`src/rtl/diwall_pkg.sv`:
```
// Shared types and constants for the HPM window sampler.
// Holds FSM states, detector alert classes and HPM array sizing.
package diwall_pkg;

  localparam int HPM_W = 64;
  localparam int HPM_N = 2;

  localparam logic [1:0] ALERT_LEG = 2'b00;
  localparam logic [1:0] ALERT_SBO = 2'b10;
  localparam logic [1:0] ALERT_HBO = 2'b11;

  typedef enum logic [1:0] {
    IDLE,
    COUNT,
    REQ,
    WAIT
  } state_e;

endpackage

```
`src/rtl/diwall_window_timer.sv`:
```
// Window cycle counter with a single-cycle window-end pulse.
// Counts only while run is high; clr restarts the window.
module diwall_window_timer #(
  parameter int unsigned WINDOW_CYCLES = 1000
) (
  input  logic clk_h,
  input  logic rst_h,
  input  logic clr,
  input  logic run,
  output logic wend
);

  localparam logic [31:0] LAST = 32'(WINDOW_CYCLES - 1);

  logic [31:0] cnt_q;
  logic [31:0] cnt_d;

  assign wend = run && (cnt_q == LAST);

  always_comb begin
    cnt_d = cnt_q;
    if (clr) begin
      cnt_d = '0;
    end else if (run) begin
      cnt_d = wend ? '0 : cnt_q + 32'd1;
    end
  end

  always_ff @(posedge clk_h or negedge rst_h) begin
    if (!rst_h) begin
      cnt_q <= '0;
    end else begin
      cnt_q <= cnt_d;
    end
  end

endmodule

```
`src/rtl/hpm_window_sampler.sv`:
```
// Samples HPM event deltas per window and hands them to a detector.
// Tracks detector verdicts, attack interrupt and sticky error flags.
module hpm_window_sampler
  import diwall_pkg::*;
#(
  parameter int unsigned WINDOW_CYCLES  = 1000,
  parameter int unsigned TIMEOUT_CYCLES = 16
) (
  input  logic                        clk_h,
  input  logic                        rst_h,
  input  logic                        en,
  input  logic [HPM_N-1:0][HPM_W-1:0] hpm_raw,
  output logic [HPM_N-1:0][HPM_W-1:0] HPM,
  output logic                        enableD,
  input  logic                        endD,
  input  logic [1:0]                  alert,
  output logic [1:0]                  alert_q,
  output logic                        irq,
  input  logic                        irq_ack,
  output logic [31:0]                 attack_cnt,
  output logic                        timeout_err,
  output logic                        overrun_err
);

  localparam logic [7:0] TO_LAST = 8'(TIMEOUT_CYCLES - 1);

  state_e state_q, state_d;
  logic [HPM_N-1:0][HPM_W-1:0] base_q, base_d;
  logic [HPM_N-1:0][HPM_W-1:0] hpm_q, hpm_d;
  logic [1:0]  alert_cap_q, alert_cap_d;
  logic        irq_q, irq_d;
  logic [31:0] atk_q, atk_d;
  logic        tmo_q, tmo_d;
  logic        ovr_q, ovr_d;
  logic [7:0]  tcnt_q, tcnt_d;
  logic        clr;
  logic        run;
  logic        wend;

  assign run = en && (state_q != IDLE);

  diwall_window_timer #(
    .WINDOW_CYCLES(WINDOW_CYCLES)
  ) u_timer (
    .clk_h(clk_h),
    .rst_h(rst_h),
    .clr  (clr),
    .run  (run),
    .wend (wend)
  );

  assign HPM         = hpm_q;
  assign enableD     = en && (state_q == REQ);
  assign alert_q     = alert_cap_q;
  assign irq         = irq_q;
  assign attack_cnt  = atk_q;
  assign timeout_err = tmo_q;
  assign overrun_err = ovr_q;

  always_comb begin
    state_d     = state_q;
    base_d      = base_q;
    hpm_d       = hpm_q;
    alert_cap_d = alert_cap_q;
    irq_d       = irq_q;
    atk_d       = atk_q;
    tmo_d       = tmo_q;
    ovr_d       = ovr_q;
    tcnt_d      = tcnt_q;
    clr         = 1'b0;
    if (irq_ack) irq_d = 1'b0;
    if (!en) begin
      state_d = IDLE;
    end else begin
      unique case (state_q)
        IDLE: begin
          state_d = COUNT;
          base_d  = hpm_raw;
          clr     = 1'b1;
        end
        COUNT: begin
          if (wend) begin
            for (int i = 0; i < HPM_N; i++)
              hpm_d[i] = hpm_raw[i] - base_q[i];
            base_d  = hpm_raw;
            state_d = REQ;
          end
        end
        REQ: begin
          state_d = WAIT;
          tcnt_d  = '0;
          if (wend) begin
            base_d = hpm_raw;
            ovr_d  = 1'b1;
          end
        end
        WAIT: begin
          if (wend) begin
            base_d = hpm_raw;
            ovr_d  = 1'b1;
          end
          // A verdict arriving on the last allowed cycle still counts.
          if (endD) begin
            alert_cap_d = alert;
            state_d     = COUNT;
            if (alert != ALERT_LEG) begin
              irq_d = 1'b1;
              if (atk_q != '1) atk_d = atk_q + 32'd1;
            end
          end else if (tcnt_q == TO_LAST) begin
            tmo_d   = 1'b1;
            state_d = COUNT;
          end else begin
            tcnt_d = tcnt_q + 8'd1;
          end
        end
        default: state_d = IDLE;
      endcase
    end
  end

  always_ff @(posedge clk_h or negedge rst_h) begin
    if (!rst_h) begin
      state_q     <= IDLE;
      base_q      <= '0;
      hpm_q       <= '0;
      alert_cap_q <= ALERT_LEG;
      irq_q       <= 1'b0;
      atk_q       <= '0;
      tmo_q       <= 1'b0;
      ovr_q       <= 1'b0;
      tcnt_q      <= '0;
    end else begin
      state_q     <= state_d;
      base_q      <= base_d;
      hpm_q       <= hpm_d;
      alert_cap_q <= alert_cap_d;
      irq_q       <= irq_d;
      atk_q       <= atk_d;
      tmo_q       <= tmo_d;
      ovr_q       <= ovr_d;
      tcnt_q      <= tcnt_d;
    end
  end

endmodule

```
`config.mk`:
```
export PLATFORM = sky130hd
export DESIGN_NAME = hpm_window_sampler
export DESIGN_NICKNAME = d
export VERILOG_FILES = /design/src/rtl/diwall_pkg.sv /design/src/rtl/diwall_window_timer.sv /design/src/rtl/hpm_window_sampler.sv
export SDC_FILE = /design/constraint.sdc
export NUM_CORES = 1
export LEC_CHECK = 0
export BUFFER_PORTS_ARGS = -buffer_cell sky130_fd_sc_hd__buf_2
export CAP_MARGIN = 30
export CORE_ASPECT_RATIO = 0.7
export CORE_MARGIN = 2
export CORE_UTILIZATION = 45
export DETAILED_ROUTE_END_ITERATION = 10
export PLACE_DENSITY = 0.66
export RECOVER_POWER = 50
export SLEW_MARGIN = 20
export SYNTH_ARGS = -nofsm -noshare
export SYNTH_HDL_FRONTEND = slang
export SYNTH_HIERARCHICAL = 1
export SYNTH_SLANG_ARGS = --single-unit
```
`constraint.sdc`:
```
create_clock -name clk_h -period 4.4 [get_ports clk_h]
set_input_delay 0.66 -clock clk_h [delete_from_list [all_inputs] [get_ports clk_h]]
set_output_delay 0.66 -clock clk_h [all_outputs]
set_load 0.005 [all_outputs]
```
After elaboration in Yosys (flattened, before gate mapping)
Cells that the tools add are included.
Word-level totals
  input port bits: 135
  memories kept: 0
  logic and storage cells: 67
  RAM bits: 0
  ROM bits: 0
  register bits: 335
  output and inout port bits: 166
  latch bits: 0
Operators by class
  mux-type cells: 20
  shift operators: 0
  div/mod/pow operators: 0
  order comparisons: 0
  add/sub/neg operators: 5
  equality and inequality tests: 11
  $mul: 0
  reduce and logical (&&, ||, !) cells: 18
  bitwise operators: 1
Operators with widths (number)
  $pmux W128 S2: 1
  $mux W128: 1
  $sub A64 B64 Y64: 2
  $mux W32: 3
  $add A32 B1 Y32 const B: 2
  $eq A32 B10 Y1 const B: 1
  $ne A32 B32 Y1 const B: 1
  $mux W8: 2
  $pmux W8 S2: 1
  $reduce_and A3 Y1: 3
  $add A8 B1 Y8 const B: 1
  $eq A8 B4 Y1 const B: 1
  $mux W2: 4
  $pmux W2 S4: 1
  $reduce_and A4 Y1: 2
  $reduce_bool A2 Y1: 4
  $mux W1: 7
  $reduce_and A5 Y1: 1
  $eq A2 B2 Y1 const B: 2
  $ne A2 B2 Y1 const B: 2
  $ne A4 B4 Y1 const B: 1
  $reduce_and A2 Y1: 2
  $logic_and A1 B1 Y1: 3
  $ne A3 B2 Y1 const B: 1
  6 further kinds: 6

Longest topological paths before layout
  depth in word-level cells: 6
  mapped depth: 15
  mapped depth without buffers: 13

By module
The synthesis kept the hierarchy.
By module, submodules not included
  hpm_window_sampler: sequential area each 7582.3 um^2, cells each 2123, instances 1, area an instance 19503.7 um^2
  diwall_window_timer: sequential area each 800.8 um^2, cells each 202, instances 1, area an instance 1855.5 um^2

Least setup slack after synthesis
Ideal clock, no wire load.
  kind: input -> register
  start point: input port hpm_raw[64] (netlist bit)
  end point: register hpm_q (netlist bit HPM[120])
  path buffers: 0
  stages: 13
  slack: 1.123 ns
  arrival time: 3.146 ns
  library setup time: 0.130 ns
  cells stage by stage: inv_1 > ha_1 > fa_1 > nor2b_1 > o31ai_2 > a21oi_4 > a211oi_2 > o211a_4 > nor4_4 > o2111ai_1 > a2111oi_2 > or4_1 > nand3_1
On the way
  longest elaborated chain between the ends: 1
RTL lines
  from (decl): RTL line hpm_window_sampler.sv:12  | input logic [HPM_N-1:0][HPM_W-1:0] hpm_raw,
  $sub A64 B64 Y64: RTL line hpm_window_sampler.sv:84  | hpm_d[i] = hpm_raw[i] - base_q[i];
  to (signal assigned): RTL line hpm_window_sampler.sv:136  | hpm_q <= hpm_d;
  to (decl): RTL line hpm_window_sampler.sv:29  | logic [HPM_N-1:0][HPM_W-1:0] hpm_q, hpm_d;
No other way between the ends.
A chain may end at the register's enable or synchronous reset.

Worst setup path in the final report
  start point: register base_q[0] (netlist bit)
  end point: register hpm_q (netlist bit HPM[48])
On the way
  longest elaborated chain between the ends: 1
RTL lines
  from (decl): RTL line hpm_window_sampler.sv:28  | logic [HPM_N-1:0][HPM_W-1:0] base_q, base_d;
  from (signal assigned): RTL line hpm_window_sampler.sv:135  | base_q <= base_d;
  $sub A64 B64 Y64: RTL line hpm_window_sampler.sv:84
No other way between the ends.

==> flow_results.xml <==
<?xml version="1.0" encoding="UTF-8"?>
<metrics>
  <group name="pwr">
    <metric name="p_leak" unit="nW">12.0</metric>
    <metric name="power_frac_seq" unit="%">26.3</metric>
    <metric name="sw_frac_of_total" unit="%">42.0</metric>
    <metric name="power.ir.vdd_worst" unit="V">0.000333</metric>
    <metric name="total_switching_power" unit="mW">6.55</metric>
    <metric name="int_power" unit="mW">9.05</metric>
    <metric name="total_power" unit="mW">15.6</metric>
    <metric name="clock_power_share" unit="%">20.5</metric>
    <metric name="power-per-cell-area" unit="nW/um^2">633</metric>
    <metric name="comb_power_share" unit="%">53.2</metric>
  </group>
  <group name="clocking">
    <metric name="clock_tree.buffer_depth" unit="">3</metric>
    <metric name="clk_root_buffer_cell" unit="">sky130_fd_sc_hd__clkbuf_16</metric>
    <metric name="cts_tree" unit="">yes</metric>
    <metric name="clk_pin_slew" unit="ns">0.07</metric>
    <metric name="cts-buffers-inserted" unit="">37</metric>
    <metric name="clock_tree.htree_level_count" unit="">2</metric>
    <metric name="post_cts_setup_repair_buffer_count" unit="">0</metric>
    <metric name="clk-insertion-delay-late" unit="ns">0.54</metric>
    <metric name="clock_sinks" unit="">335</metric>
    <metric name="cts_hold_buffers" unit="">0</metric>
    <metric name="ctsResizeCount" unit="">0</metric>
  </group>
  <group name="finish">
    <metric name="nNetsFinal" unit="">2861</metric>
    <metric name="drive_above_1_share" unit="%">19.7</metric>
    <metric name="layout-area-overhead-vs-synth" unit="%">15.3</metric>
    <metric name="register_area" unit="sq um">8380</metric>
    <metric name="layout.filler_cells" unit="">4296</metric>
    <metric name="final-instance-count-excl-fill" unit="">3233</metric>
    <metric name="multi_input_area" unit="sq um">11900</metric>
  </group>
  <group name="setup_path">
    <metric name="critical_path.max_stage_delay" unit="ns">0.43</metric>
    <metric name="startpoint_type_of_the_worst_setup_path" unit="">flip-flop</metric>
    <metric name="worst-endpoint-arrival" unit="ns">3.80</metric>
    <metric name="cp_common_cell" unit="">sky130_fd_sc_hd__a21oi_1</metric>
    <metric name="crit_path_cell_trace" unit="">ha_1 -&gt; fa_1 -&gt; nand2b_1 -&gt; a21oi_1 -&gt; o211ai_1 -&gt; a21oi_1 -&gt; o31ai_1 -&gt; a2111oi_0 -&gt; buf_4 -&gt; o21ai_1 -&gt; a21oi_1 -&gt; nor3_1 -&gt; o31ai_1</metric>
    <metric name="timing.critical_path.to_type" unit="">flip-flop</metric>
    <metric name="crit_fanout" unit="">3</metric>
    <metric name="crit_path_top_delay_cell" unit="">sky130_fd_sc_hd__fa_1</metric>
    <metric name="worst-setup-path-type" unit="">reg -&gt; reg</metric>
    <metric name="cp_data_required_time" unit="ns">4.85</metric>
  </group>
  <group name="global_routing">
    <metric name="antenna_found_initial" unit="">6</metric>
    <metric name="total_routing_usage_reported_by_global_routing" unit="%">22.7</metric>
    <metric name="via_count_of_the_first_global_routing_pass" unit="">17400</metric>
    <metric name="grt_remaining_overflow" unit="">0</metric>
    <metric name="wire_length_of_the_first_global_routing_pass" unit="um">91400</metric>
    <metric name="maximum_number_of_pins_on_one_net_before_global_route_repair" unit="">94</metric>
  </group>
  <group name="place">
    <metric name="io_buffers" unit="">300</metric>
    <metric name="place.gp.congestion" unit="">0.942</metric>
    <metric name="hpwlAfterDp" unit="um">44000</metric>
    <metric name="placed_cells_incl_taps" unit="">3162</metric>
  </group>
  <group name="synth">
    <metric name="async_sr_flop_fraction" unit="%">100</metric>
    <metric name="syn-cell-area" unit="sq um">21400</metric>
    <metric name="synth-seq-cells" unit="">335</metric>
    <metric name="synth_compound_gate_area_share" unit="%">18.9</metric>
    <metric name="netlist-cell-type-count" unit="">95</metric>
    <metric name="yosys-mux-area-fraction" unit="%">6.85</metric>
    <metric name="yosys_warnings" unit="">6</metric>
    <metric name="synth_enable_flop_cells" unit="">0</metric>
    <metric name="synth.yosys.seq_area_share" unit="%">39.2</metric>
    <metric name="post-synth-top-area-cell" unit="">sky130_fd_sc_hd__dfrtp_1</metric>
    <metric name="dominantRegCellSynth" unit="">sky130_fd_sc_hd__dfrtp_1</metric>
    <metric name="syn_nets" unit="">2596</metric>
    <metric name="post_synth_main_area_contributors" unit="">sky130_fd_sc_hd__dfrtp_1 (39%), sky130_fd_sc_hd__ha_1 (7.8%), sky130_fd_sc_hd__mux2_2 (6.8%)</metric>
    <metric name="synth.most_common_cell" unit="">sky130_fd_sc_hd__dfrtp_1</metric>
    <metric name="synthesis.instances" unit="">2325</metric>
    <metric name="synth_top_family_by_area" unit="">compound AO/OA/AOI/OAI gates</metric>
    <metric name="simple_gate_fraction_of_synth_area" unit="%">15.3</metric>
    <metric name="synthesis.area_per_instance" unit="sq um">9.19</metric>
    <metric name="yosys.area_share.adder" unit="%">8.04</metric>
    <metric name="synth_common_cells" unit="">sky130_fd_sc_hd__dfrtp_1 (335), sky130_fd_sc_hd__nand2_1 (257), sky130_fd_sc_hd__inv_1 (182)</metric>
    <metric name="post_synth_xor_area_fraction" unit="%">6.64</metric>
    <metric name="synth_top_cell_area_share" unit="%">39.2</metric>
  </group>
  <group name="sta">
    <metric name="worstMarginPinSlew" unit="ns">2.50</metric>
    <metric name="final.period_utilization" unit="%">76.3</metric>
    <metric name="fin_worst_skew" unit="ns">0.0161</metric>
    <metric name="report.final.hold_viol_count" unit="">0</metric>
    <metric name="max_freq" unit="MHz">298</metric>
    <metric name="crit_path_time_final" unit="ns">3.36</metric>
    <metric name="slew-limit-headroom" unit="%">-66.4</metric>
    <metric name="final.setup.tns" unit="ns">0</metric>
    <metric name="setup_viol_count_final" unit="">0</metric>
    <metric name="maxSlewViolCount" unit="">92</metric>
    <metric name="grt_setup_unrepaired" unit="">false</metric>
  </group>
  <group name="hold_path">
    <metric name="hold_path_class" unit="">in -&gt; reg</metric>
  </group>
  <group name="die">
    <metric name="die_width" unit="um">264</metric>
    <metric name="core" unit="sq um">46700</metric>
    <metric name="effective_utilization_at_floorplan" unit="%">45.8</metric>
    <metric name="dieArea" unit="sq um">49300</metric>
    <metric name="floorplan.die.height" unit="um">186</metric>
    <metric name="pin_count" unit="">301</metric>
    <metric name="placementRows" unit="">66</metric>
  </group>
  <group name="route">
    <metric name="route.vias.total" unit="">18100</metric>
    <metric name="drt_drc_violations_left" unit="">0</metric>
    <metric name="avgViaCountPerCell" unit="">5.59</metric>
    <metric name="route.antenna.remaining_nets" unit="">0</metric>
    <metric name="routed_wire_length_per_instance" unit="um">17.7</metric>
    <metric name="first_iter_violations" unit="">1283</metric>
    <metric name="initial_drt_pass_iterations" unit="">5</metric>
    <metric name="routed_wl" unit="um">57200</metric>
  </group>
  <group name="run_status">
    <metric name="status" unit="">complete, but fails checks</metric>
    <metric name="failed_checks" unit="">max-capacitance violations, max-slew violations</metric>
  </group>
  <group name="flow_run">
    <metric name="timing.max_cap.violations" unit="">1</metric>
  </group>
</metrics>
per-layer routing:
layer | GRT usage [%] | wire length (um) | vias up
met5 | 0 | 32 | -
met4 | 6.30 | 1410 | 4
met3 | 3.36 | 2910 | 78
met2 | 35.0 | 24700 | 484
met1 | 33.4 | 28200 | 8718
li1 | - | - | 8788
per-stage QoR:
stage	util (%)	worst slack, ns	hold WS, ns	area [sq um]
finish	52.8	1.04	0.300	24600
global route	52.8	0.757	0.303	24600
CTS	52.9	1.07	0.172	24700
detailed placement	50.3	0.601	0.454	23400
global placement	50.2	0.624	0.446	23400
floorplan	-	1.12	0.364	21400
final cells by class:
cell class	instances	share of cell area, %
clock buffers	51	4.38
well taps	612	3.11
flip-flops and latches	335	34.0
repair buffers	318	6.53
multi-input cells	1716	48.4
diodes	2	0.0203
clock inverters	17	0.706
inverters	182	2.77
final timing paths:
| kind | cells past startpoint | to | slack, ns | from |
|---|---|---|---|---|
| max | 13 | HPM[48]$_DFFE_PN0P_ | 1.04 | base_q[0]$_DFFE_PN0P_ |
| max reg2reg | 13 | HPM[48]$_DFFE_PN0P_ | 1.04 | base_q[0]$_DFFE_PN0P_ |
| min | 2 | irq$_DFF_PN0_ | 0.30 | irq_ack |
| min in group asynchronous | 1 | HPM[6]$_DFFE_PN0P_ | 0.86 | rst_h |
| min reg2reg | 2 | HPM[18]$_DFFE_PN0P_ | 0.47 | HPM[18]$_DFFE_PN0P_ |
| max in group asynchronous | 2 | HPM[88]$_DFFE_PN0P_ | 1.39 | rst_h |
power by group through the flow:
stage | logic, mW | registers (mW) | clock network (mW)
2_1_floorplan | 6.36 | 4.05 | 0
3_3_place_gp | 8.06 | 4.11 | 0
3_5_place_dp | 8.18 | 4.15 | 0
4_1_cts | 8.23 | 4.10 | 3.28
5_1_grt | 9.20 | 4.19 | 3.40
6_report | 8.30 | 4.10 | 3.20
placed cells by master (no fill, tap or decap), drive strengths merged, types with 24 or more instances in the layout:
cell type / n
nand4: 59
o21a: 24
xnor2: 88
a21o: 64
o21ai: 208
clkbuf: 106
o21bai: 31
mux2: 129
dfrtp: 335
inv: 183
ha: 134
xor2: 74
buf: 263
nand3: 62
and3: 27
nand2: 258
nor2: 109
a21oi: 159
nor3: 32
critical path: cells and delay by family (launching register included):
kind	cells	cell delay, ns
AOI/OAI and AO/OA	8	1.76
DFF	1	0.38
and+or+nand+nor	2	0.25
adders and majority gates	2	0.68
buffers and inverters	1	0.20
cells by family after synthesis:
group / count (synthesis)
buffers and inverters: 274
muxes: 130
and+or+nand+nor: 665
xor gates and xnor gates: 162
AOI/OAI and AO/OA: 623
DFF: 335
adders and majority gates: 136
state kept, by name (all words and copies together) (netlist names):
name and flops:
timeout_err 1, alert_q 2, base_q 128, overrun_err 1, HPM 128, u_timer/cnt_q 32, tcnt_q 8, state_q 2
attack_cnt 32, irq 1
Power figures use the tool's default switching activity.
